## config.mk

```make
export PLATFORM = sky130hd
export DESIGN_NAME = sc_ir_fetch_ctrl
export DESIGN_NICKNAME = d
export VERILOG_FILES = /design/src/rtl/sc_ir_fetch_ctrl.sv
export SDC_FILE = /design/constraint.sdc
export NUM_CORES = 1
export LEC_CHECK = 0
export CORE_MARGIN = 3
export CORE_UTILIZATION = 35
export DETAILED_ROUTE_END_ITERATION = 8
export PLACE_DENSITY_LB_ADDON = 0.1
export SLEW_MARGIN = 5
export SYNTH_ARGS = -nofsm -noshare
export SYNTH_HDL_FRONTEND = slang
export SYNTH_SLANG_ARGS = --single-unit
```

## constraint.sdc

```tcl
create_clock -name SC_RegGENERAL_CLOCK_50 -period 1.89 [get_ports SC_RegGENERAL_CLOCK_50]
set_clock_uncertainty 0.15 [all_clocks]
set_input_delay 0.378 -clock SC_RegGENERAL_CLOCK_50 [delete_from_list [all_inputs] [get_ports SC_RegGENERAL_CLOCK_50]]
set_output_delay 0.378 -clock SC_RegGENERAL_CLOCK_50 [all_outputs]
set_load 0.03 [all_outputs]
```

## src/rtl/sc_ir_fetch_ctrl.sv

```systemverilog
// Fetch/decode/execute sequencer for the micro-datapath instruction register.
// Optional fetch watchdog and ERROR state: define FETCH_TIMEOUT_EN.
module sc_ir_fetch_ctrl #(
  parameter int DATAWIDTH_BUS = 32,
  parameter int OPCODE_WIDTH = 8,
  parameter logic [OPCODE_WIDTH-1:0] HALT_OPCODE = 8'hFF,
  parameter int TIMEOUT_CYCLES = 16
) (
  input  logic                     SC_RegGENERAL_CLOCK_50,
  input  logic                     SC_RegGENERAL_Reset_InHigh,
  input  logic                     SC_FetchCtrl_Start_InHigh,
  input  logic                     SC_FetchCtrl_MemAck_InHigh,
  input  logic [DATAWIDTH_BUS-1:0] SC_FetchCtrl_IR_In,
  input  logic                     SC_FetchCtrl_ExecDone_InHigh,
  output logic                     SC_FetchCtrl_MemReq_OutHigh,
  output logic                     SC_FetchCtrl_IRWrite_OutHigh,
  output logic                     SC_FetchCtrl_PCInc_OutHigh,
  output logic                     SC_FetchCtrl_Exec_OutHigh,
  output logic                     SC_FetchCtrl_Halted_OutHigh,
  output logic                     SC_FetchCtrl_Error_OutHigh,
  output logic [2:0]               SC_FetchCtrl_State_Out,
  output logic [15:0]              SC_FetchCtrl_InstrCount_Out
);

  typedef enum logic [2:0] {
    IDLE   = 3'd0,
    FETCH  = 3'd1,
    DECODE = 3'd2,
    EXEC   = 3'd3,
    HALT   = 3'd4,
    ERROR  = 3'd5
  } state_t;

  state_t stateReg;
  state_t stateNext;
  logic [15:0] instrCount;
  logic [OPCODE_WIDTH-1:0] opcode;
  logic wdExpire;

  assign opcode = SC_FetchCtrl_IR_In[DATAWIDTH_BUS-1 -: OPCODE_WIDTH];

`ifdef FETCH_TIMEOUT_EN
  localparam logic [7:0] WdLast = 8'(TIMEOUT_CYCLES - 1);
  logic [7:0] wdCnt;

  // Counter holds the number of un-acked FETCH cycles already elapsed
  always_ff @(posedge SC_RegGENERAL_CLOCK_50 or posedge SC_RegGENERAL_Reset_InHigh) begin
    if (SC_RegGENERAL_Reset_InHigh) begin
      wdCnt <= '0;
    end else if (stateReg != FETCH) begin
      wdCnt <= '0;
    end else if (!SC_FetchCtrl_MemAck_InHigh) begin
      wdCnt <= wdCnt + 8'd1;
    end
  end

  assign wdExpire = (wdCnt == WdLast);
`else
  localparam int unusedTimeout = TIMEOUT_CYCLES;
  assign wdExpire = 1'b0;
`endif

  always_ff @(posedge SC_RegGENERAL_CLOCK_50 or posedge SC_RegGENERAL_Reset_InHigh) begin
    if (SC_RegGENERAL_Reset_InHigh) begin
      stateReg <= IDLE;
    end else begin
      stateReg <= stateNext;
    end
  end

  always_comb begin
    stateNext = IDLE;
    case (stateReg)
      IDLE: begin
        stateNext = SC_FetchCtrl_Start_InHigh ? FETCH : IDLE;
      end
      FETCH: begin
        if (SC_FetchCtrl_MemAck_InHigh) begin
          stateNext = DECODE;
        end else if (wdExpire) begin
          stateNext = ERROR;
        end else begin
          stateNext = FETCH;
        end
      end
      DECODE: begin
        stateNext = (opcode == HALT_OPCODE) ? HALT : EXEC;
      end
      EXEC: begin
        if (!SC_FetchCtrl_ExecDone_InHigh) begin
          stateNext = EXEC;
        end else if (SC_FetchCtrl_Start_InHigh) begin
          stateNext = FETCH;
        end else begin
          stateNext = IDLE;
        end
      end
      HALT:    stateNext = HALT;
      ERROR:   stateNext = ERROR;
      default: stateNext = IDLE;
    endcase
  end

  always_ff @(posedge SC_RegGENERAL_CLOCK_50 or posedge SC_RegGENERAL_Reset_InHigh) begin
    if (SC_RegGENERAL_Reset_InHigh) begin
      instrCount <= '0;
    end else if (stateReg == EXEC && SC_FetchCtrl_ExecDone_InHigh) begin
      instrCount <= instrCount + 16'd1;
    end
  end

  // Capture strobes are Mealy so the IR loads on the same edge as the ack
  always_comb begin
    SC_FetchCtrl_MemReq_OutHigh  = (stateReg == FETCH);
    SC_FetchCtrl_IRWrite_OutHigh = (stateReg == FETCH) && SC_FetchCtrl_MemAck_InHigh;
    SC_FetchCtrl_PCInc_OutHigh   = (stateReg == FETCH) && SC_FetchCtrl_MemAck_InHigh;
    SC_FetchCtrl_Exec_OutHigh    = (stateReg == EXEC);
    SC_FetchCtrl_Halted_OutHigh  = (stateReg == HALT);
`ifdef FETCH_TIMEOUT_EN
    SC_FetchCtrl_Error_OutHigh   = (stateReg == ERROR);
`else
    SC_FetchCtrl_Error_OutHigh   = 1'b0;
`endif
    SC_FetchCtrl_State_Out       = stateReg;
    SC_FetchCtrl_InstrCount_Out  = instrCount;
  end

endmodule

```

==> impl_metrics.json, run 1 <==
{
  "antenna_found_initial": 0,
  "critPathMaxStageDelay_ps": 470,
  "gp_congestion": 0.709,
  "hold_violations": 0,
  "p_per_area_nw_per_um2": 462,
  "cts_made_buffers": 3,
  "via_per_inst": 4.91,
  "utilization_pct": 56.3,
  "areaGrowthSynthToFinish_pct": 49.2,
  "root_buffer": "clkbuf_4",
  "finalSetupViolations": 0,
  "run_status": "finished, final reports clean",
  "synthCells": 94,
  "yosys_warnings": 0,
  "wl_per_cell_um": 12.2,
  "drv_slew": 0,
  "ys_types": 26,
  "crit_required_ps": 1360,
  "grt_pass1_wl_mm": 3.60,
  "ctsHoldBuffers": 0,
  "io_pins": 62,
  "io_buffers": 36,
  "design.die.area_um2": 3410,
  "synth_seq_area_share_pct": 49.5,
  "critPathBufInv": 1,
  "totalWireLength_mm": 2.10,
  "clkTransAtPathRegs_ps": 110,
  "fin_crit_ps": 1830,
  "die_x_um": 58.4,
  "vias": 845,
  "syn-num-nets": 132,
  "vdd_ir_drop_max_mv": 0.333,
  "clock_latency_ps": 300,
  "maxCapViolCount": 0,
  "swShare_pct": 22.9,
  "p_int_mw": 0.511,
  "min_period_over_period_pct": 97.0,
  "fin_area_um2": 1430,
  "drive_above_1_share_pct": 20.4,
  "netlist_area_um2": 961,
  "row_count": 18,
  "core_um2": 2540,
  "arrival_ps": 1310,
  "min_path_type": "in2async",
  "die_height_um": 58.4,
  "htree_levels": 1,
  "total_power_mw": 0.662,
  "max_freq_ghz": 0.545,
  "path_cells": "nand2b_4, nor3_4, buf_4",
  "worstPathMaxFanout": 8,
  "clk_path_buf_depth": 2,
  "place_area_um2": 1400,
  "grt_max_degree": 20,
  "drt_iter0_drc": 24,
  "drt_pass1_iterations": 4,
  "slowest_stage": "dfrtp_2",
  "r2r_setup_slack_ps": 250,
  "cts_sinks": 19,
  "grt.overflow.total": 0,
  "pwr-share-comb_pct": 6.5,
  "drc": 0,
  "p_switching_mw": 0.151,
  "worstSetupPathType": "reg2out",
  "initial_core_util_pct": 37.8,
  "grt_usage_pct": 13.6,
  "rsz0062_at_grt": "true",
  "cts_tree": "yes",
  "cpLargestDelayFamily": "flip-flops",
  "synth.avg_cell_area_um2": 10.2,
  "power_leakage_nw": 0.749,
  "final_nets": 181,
  "worstSetupStartpointType": "register",
  "power_frac_clock_pct": 32.2,
  "hpwlAfterDp_mm": 1.60,
  "grt_pass1_vias": 854,
  "cp-end-kind": "primary output",
  "ys_ff_latch": 19,
  "pwr-share-seq_pct": 61.3,
  "final_antenna_net_count": 0,
  "antenna_cells": 0,
  "final_cell_mix": "dfrtp_1 (18), buf_4 (18), dlygate4sd2_1 (17)"
}
-- routing by layer --
layer	track usage, %	vias to the layer above	part of all wire (%)
met5	0	-	0
met4	6.95	0	2.0
met3	1.75	4	6.2
met2	23.0	33	47
met1	16.9	393	45
li1	-	415	-
-- power by group through the flow --
stage                     combinational [mW]  clock, mW  sequential (mW)
after detailed placement              0.0440          0            0.414
after floorplan                       0.0132          0            0.414
after global routing                  0.0475      0.232            0.406
after CTS                             0.0440      0.221            0.406
final                                 0.0429      0.213            0.406
after global placement                0.0428          0            0.414
-- kinds of logic (layout without fill, tap and decap cells) --
family	after synthesis	count (layout)	synth area share [%]
multiplexers	2	2	2.21
buffers and inverters	9	57	5.86
other	1	1	0.390
AO/OA/AOI/OAI	6	6	3.52
AND/OR/NAND/NOR	40	40	22.7
adder cells (fa/ha/maj)	1	1	1.30
flip-flops	19	19	49.5
XOR/XNOR	16	16	14.6
-- cells in the mapped netlist --
| master | instances | share of area, % |
|---|---|---|
| and4_1 | 1 | 0.91 |
| a31oi_1 | 1 | 0.65 |
| and4b_1 | 1 | 1.0 |
| nand3b_1 | 1 | 0.78 |
| ha_1 | 1 | 1.3 |
| nand2_1 | 11 | 4.3 |
| nand4_1 | 7 | 4.6 |
| or2_2 | 1 | 0.65 |
| conb_1 | 1 | 0.39 |
| inv_1 | 4 | 1.6 |
| nor3_1 | 2 | 1.0 |
| nand3_1 | 6 | 3.1 |
| nand2b_1 | 3 | 2.0 |
| mux2i_1 | 1 | 1.0 |
| nor2_1 | 4 | 1.6 |
| nor3_2 | 2 | 2.1 |
| mux2_2 | 1 | 1.2 |
| o31ai_1 | 1 | 0.78 |
| buf_4 | 4 | 3.1 |
| dfrtp_1 | 19 | 49 |
| xor2_1 | 2 | 1.8 |
| xnor2_1 | 14 | 13 |
| and3_1 | 1 | 0.65 |
| buf_6 | 1 | 1.2 |
| a21oi_1 | 3 | 1.6 |
| o21ai_0 | 1 | 0.52 |
-- worst register-to-register path, stage by stage (launching register included) --
cell and delay (ps):
dfrtp_1 440, buf_4 180, nand3b_1 200, nor3_2 170
buf_4 160, nand4_1 110, xnor2_1 140
-- per-stage QoR --
stage	TNS [ps]	hold WS, ps	std cells	setup WS (ps)
floorplan	0	179	94	27.9
global placement	-48.5	312	165	-32.1
detailed placement	-213	317	165	-69.8
CTS	0	230	169	2.00
global route	-5.67	297	172	-2.84
finish	0	233	172	56.5
-- final timing paths --
path | from | to | depth (start not counted)
max | SC_FetchCtrl_State_Out[1]$_DFF_PP0_ | SC_FetchCtrl_PCInc_OutHigh | 3
min | SC_RegGENERAL_Reset_InHigh | SC_FetchCtrl_InstrCount_Out[9]$_DFFE_PP0P_ | 3
max reg2reg | SC_FetchCtrl_State_Out[2]$_DFF_PP0_ | SC_FetchCtrl_InstrCount_Out[9]$_DFFE_PP0P_ | 6
min reg2reg | SC_FetchCtrl_InstrCount_Out[15]$_DFFE_PP0P_ | SC_FetchCtrl_InstrCount_Out[15]$_DFFE_PP0P_ | 1
max in group asynchronous | SC_RegGENERAL_Reset_InHigh | SC_FetchCtrl_State_Out[1]$_DFF_PP0_ | 3
min in group SC_RegGENERAL_CLOCK_50 | SC_FetchCtrl_InstrCount_Out[15]$_DFFE_PP0P_ | SC_FetchCtrl_InstrCount_Out[15]$_DFFE_PP0P_ | 1
-- flip-flops by register name, indices dropped and copies added, names as in the netlist --
name,flops
SC_FetchCtrl_InstrCount_Out,16
SC_FetchCtrl_State_Out,3
-- timing repair --
| action | 4_1_cts | 5_1_grt |
|---|---|---|
| buffers inserted | 0 | 3 |
| endpoints found under the hold margin | 0 | 0 |
| setup endpoints to repair | 17 | 4 |
| resized for setup | 17 | 2 |
-- cell type report --
type / instances / area [um^2]
sequential: 19 / 477
clock buffer: 3 / 22.5
tap: 30 / 37.5
timing repair buffer: 49 / 429
inverter: 4 / 15.0
clock inverter: 1 / 5.00
fill: 248 / 1110
multi-input combinational: 66 / 448
Note: power is estimated with default switching activity, not from simulation.
==> run 2, diff against run 1 <==
- CORE_MARGIN: 3 -> 1
==> impl_metrics.json, run 2 (synthesis gave the netlist of run 1 again) <==
{
  "power_frac_clock_pct": 31.2,
  "vias": 824,
  "grt_usage_pct": 15.1,
  "grt_pass1_wl_mm": 3.19,
  "cts_tree": "yes",
  "worstSetupPathType": "reg2out",
  "hpwlAfterDp_mm": 1.50,
  "drt_pass1_iterations": 4,
  "grt_max_degree": 20,
  "grt.overflow.total": 0,
  "critPathBufInv": 1,
  "critPathMaxStageDelay_ps": 670,
  "worstPathMaxFanout": 2,
  "fill_cells": 244,
  "io_pins": 62,
  "ctsHoldBuffers": 0,
  "r2r_setup_slack_ps": 250,
  "clkTransAtPathRegs_ps": 110,
  "power_leakage_nw": 0.740,
  "clk_path_buf_depth": 2,
  "maxCapViolCount": 0,
  "run_status": "finished, final reports clean",
  "antenna_found_initial": 0,
  "p_int_mw": 0.514,
  "vdd_ir_drop_max_mv": 0.320,
  "reg2reg_depth": 6,
  "cts_made_buffers": 3,
  "clock_latency_ps": 290,
  "rr_startpoint": "SC_FetchCtrl_State_Out[1]$_DFF_PP0_",
  "utilization_pct": 56.4,
  "wl_per_cell_um": 11.4,
  "grt_pass1_vias": 749,
  "min_path_type": "in2async",
  "areaGrowthSynthToFinish_pct": 49.3,
  "pwr-share-seq_pct": 62.2,
  "slowest_stage": "clkdlybuf4s50_1",
  "design.die.area_um2": 2960,
  "die_height_um": 54.4,
  "io_buffers": 36,
  "hold_violations": 0,
  "final_antenna_net_count": 0,
  "via_per_inst": 4.79,
  "crit_required_ps": 1360,
  "final_cell_mix": "buf_4 (18), dfrtp_1 (17), dlygate4sd2_1 (16)",
  "max_freq_ghz": 0.543,
  "final_nets": 181,
  "finalSetupViolations": 0,
  "row_count": 18,
  "drc": 0,
  "antenna_cells": 0,
  "rsz0062_at_grt": "false",
  "cpLargestDelayFamily": "buffers and inverters",
  "core_um2": 2540,
  "layout_commonest_cell": "buf_4",
  "swShare_pct": 21.3,
  "htree_levels": 1,
  "path_cells": "clkdlybuf4s50_1",
  "arrival_ps": 1310,
  "drive_above_1_share_pct": 20.4,
  "die_x_um": 54.4,
  "gp_congestion": 0.723,
  "largest_reg_flops": 16,
  "layout_setup_ws_ps": 49.3,
  "root_buffer": "clkbuf_4",
  "drt_iter0_drc": 9,
  "worstSetupStartpointType": "register",
  "totalWireLength_mm": 1.96,
  "fin_crit_ps": 1840,
  "reg2reg_to": "SC_FetchCtrl_InstrCount_Out[5]$_DFFE_PP0P_",
  "pwr-share-comb_pct": 6.6,
  "drv_slew": 0,
  "place_ws_ps": -68.8,
  "initial_core_util_pct": 37.8,
  "min_period_over_period_pct": 97.4,
  "cp-end-kind": "primary output",
  "p_per_area_nw_per_um2": 455,
  "cts_sinks": 19,
  "p_switching_mw": 0.139
}
## run 2: cell type report
type | instances | area [um^2] | area share (%)
Sequential cell | 19 | 478 | 33.3
Multi-Input combinational cell | 66 | 448 | 31.2
Timing Repair Buffer | 49 | 430 | 30.0
Tap cell | 30 | 37.5 | 2.62
Clock buffer | 4 | 26.3 | 1.83
Inverter | 4 | 15.0 | 1.05
## run 2: what timing repair did
item                       in CTS  in global routing
buffers inserted                0                  4
setup endpoints to repair      18                  4
resized for setup              17                  2
## run 2: worst max-delay path by stage
stage,from,to,slack [ps],depth (start not counted)
after CTS,SC_FetchCtrl_InstrCount_Out[6]$_DFFE_PP0P_,SC_FetchCtrl_InstrCount_Out[6],5,1
after global routing,SC_FetchCtrl_InstrCount_Out[7]$_DFFE_PP0P_,SC_FetchCtrl_InstrCount_Out[7],2,1
after global placement,SC_FetchCtrl_ExecDone_InHigh,SC_FetchCtrl_InstrCount_Out[9]$_DFFE_PP0P_,-20,6
after floorplan,SC_FetchCtrl_State_Out[1]$_DFF_PP0_,SC_FetchCtrl_PCInc_OutHigh,30,4
final,SC_FetchCtrl_InstrCount_Out[7]$_DFFE_PP0P_,SC_FetchCtrl_InstrCount_Out[7],50,1
after detailed placement,SC_FetchCtrl_ExecDone_InHigh,SC_FetchCtrl_InstrCount_Out[9]$_DFFE_PP0P_,-70,6
## run 2: worst min-delay path, stage by stage
cell             delay (ps)
clkdlybuf4s50_1         390
inv_1                    50
buf_4                   250
## run 2: power by group through the flow
stage	clock [mW]	combinational, mW	sequential, mW
2_1_floorplan	0	0.0132	0.414
3_3_place_gp	0	0.0429	0.414
3_5_place_dp	0	0.0439	0.414
4_1_cts	0.212	0.0441	0.406
5_1_grt	0.232	0.0476	0.406
6_report	0.204	0.0431	0.406
## run 2: layer usage
layer	GRT usage [%]	up-vias	part of all wire (%)
li1	-	411	-
met1	19.8	386	47
met2	23.8	25	47
met3	3.33	2	3.7
met4	6.41	0	1.4
met5	0	-	0
## run 2: metrics by stage
step                power, mW  instances  area (um^2)  hold slack (ps)  setup TNS (ps)
floorplan               0.427         94          985              179               0
global placement        0.457        164         1390              311           -26.7
detailed placement      0.458        164         1390              324            -179
CTS                     0.662        168         1400              244               0
global route            0.686        172         1440              250               0
finish                  0.653        172         1440              239               0
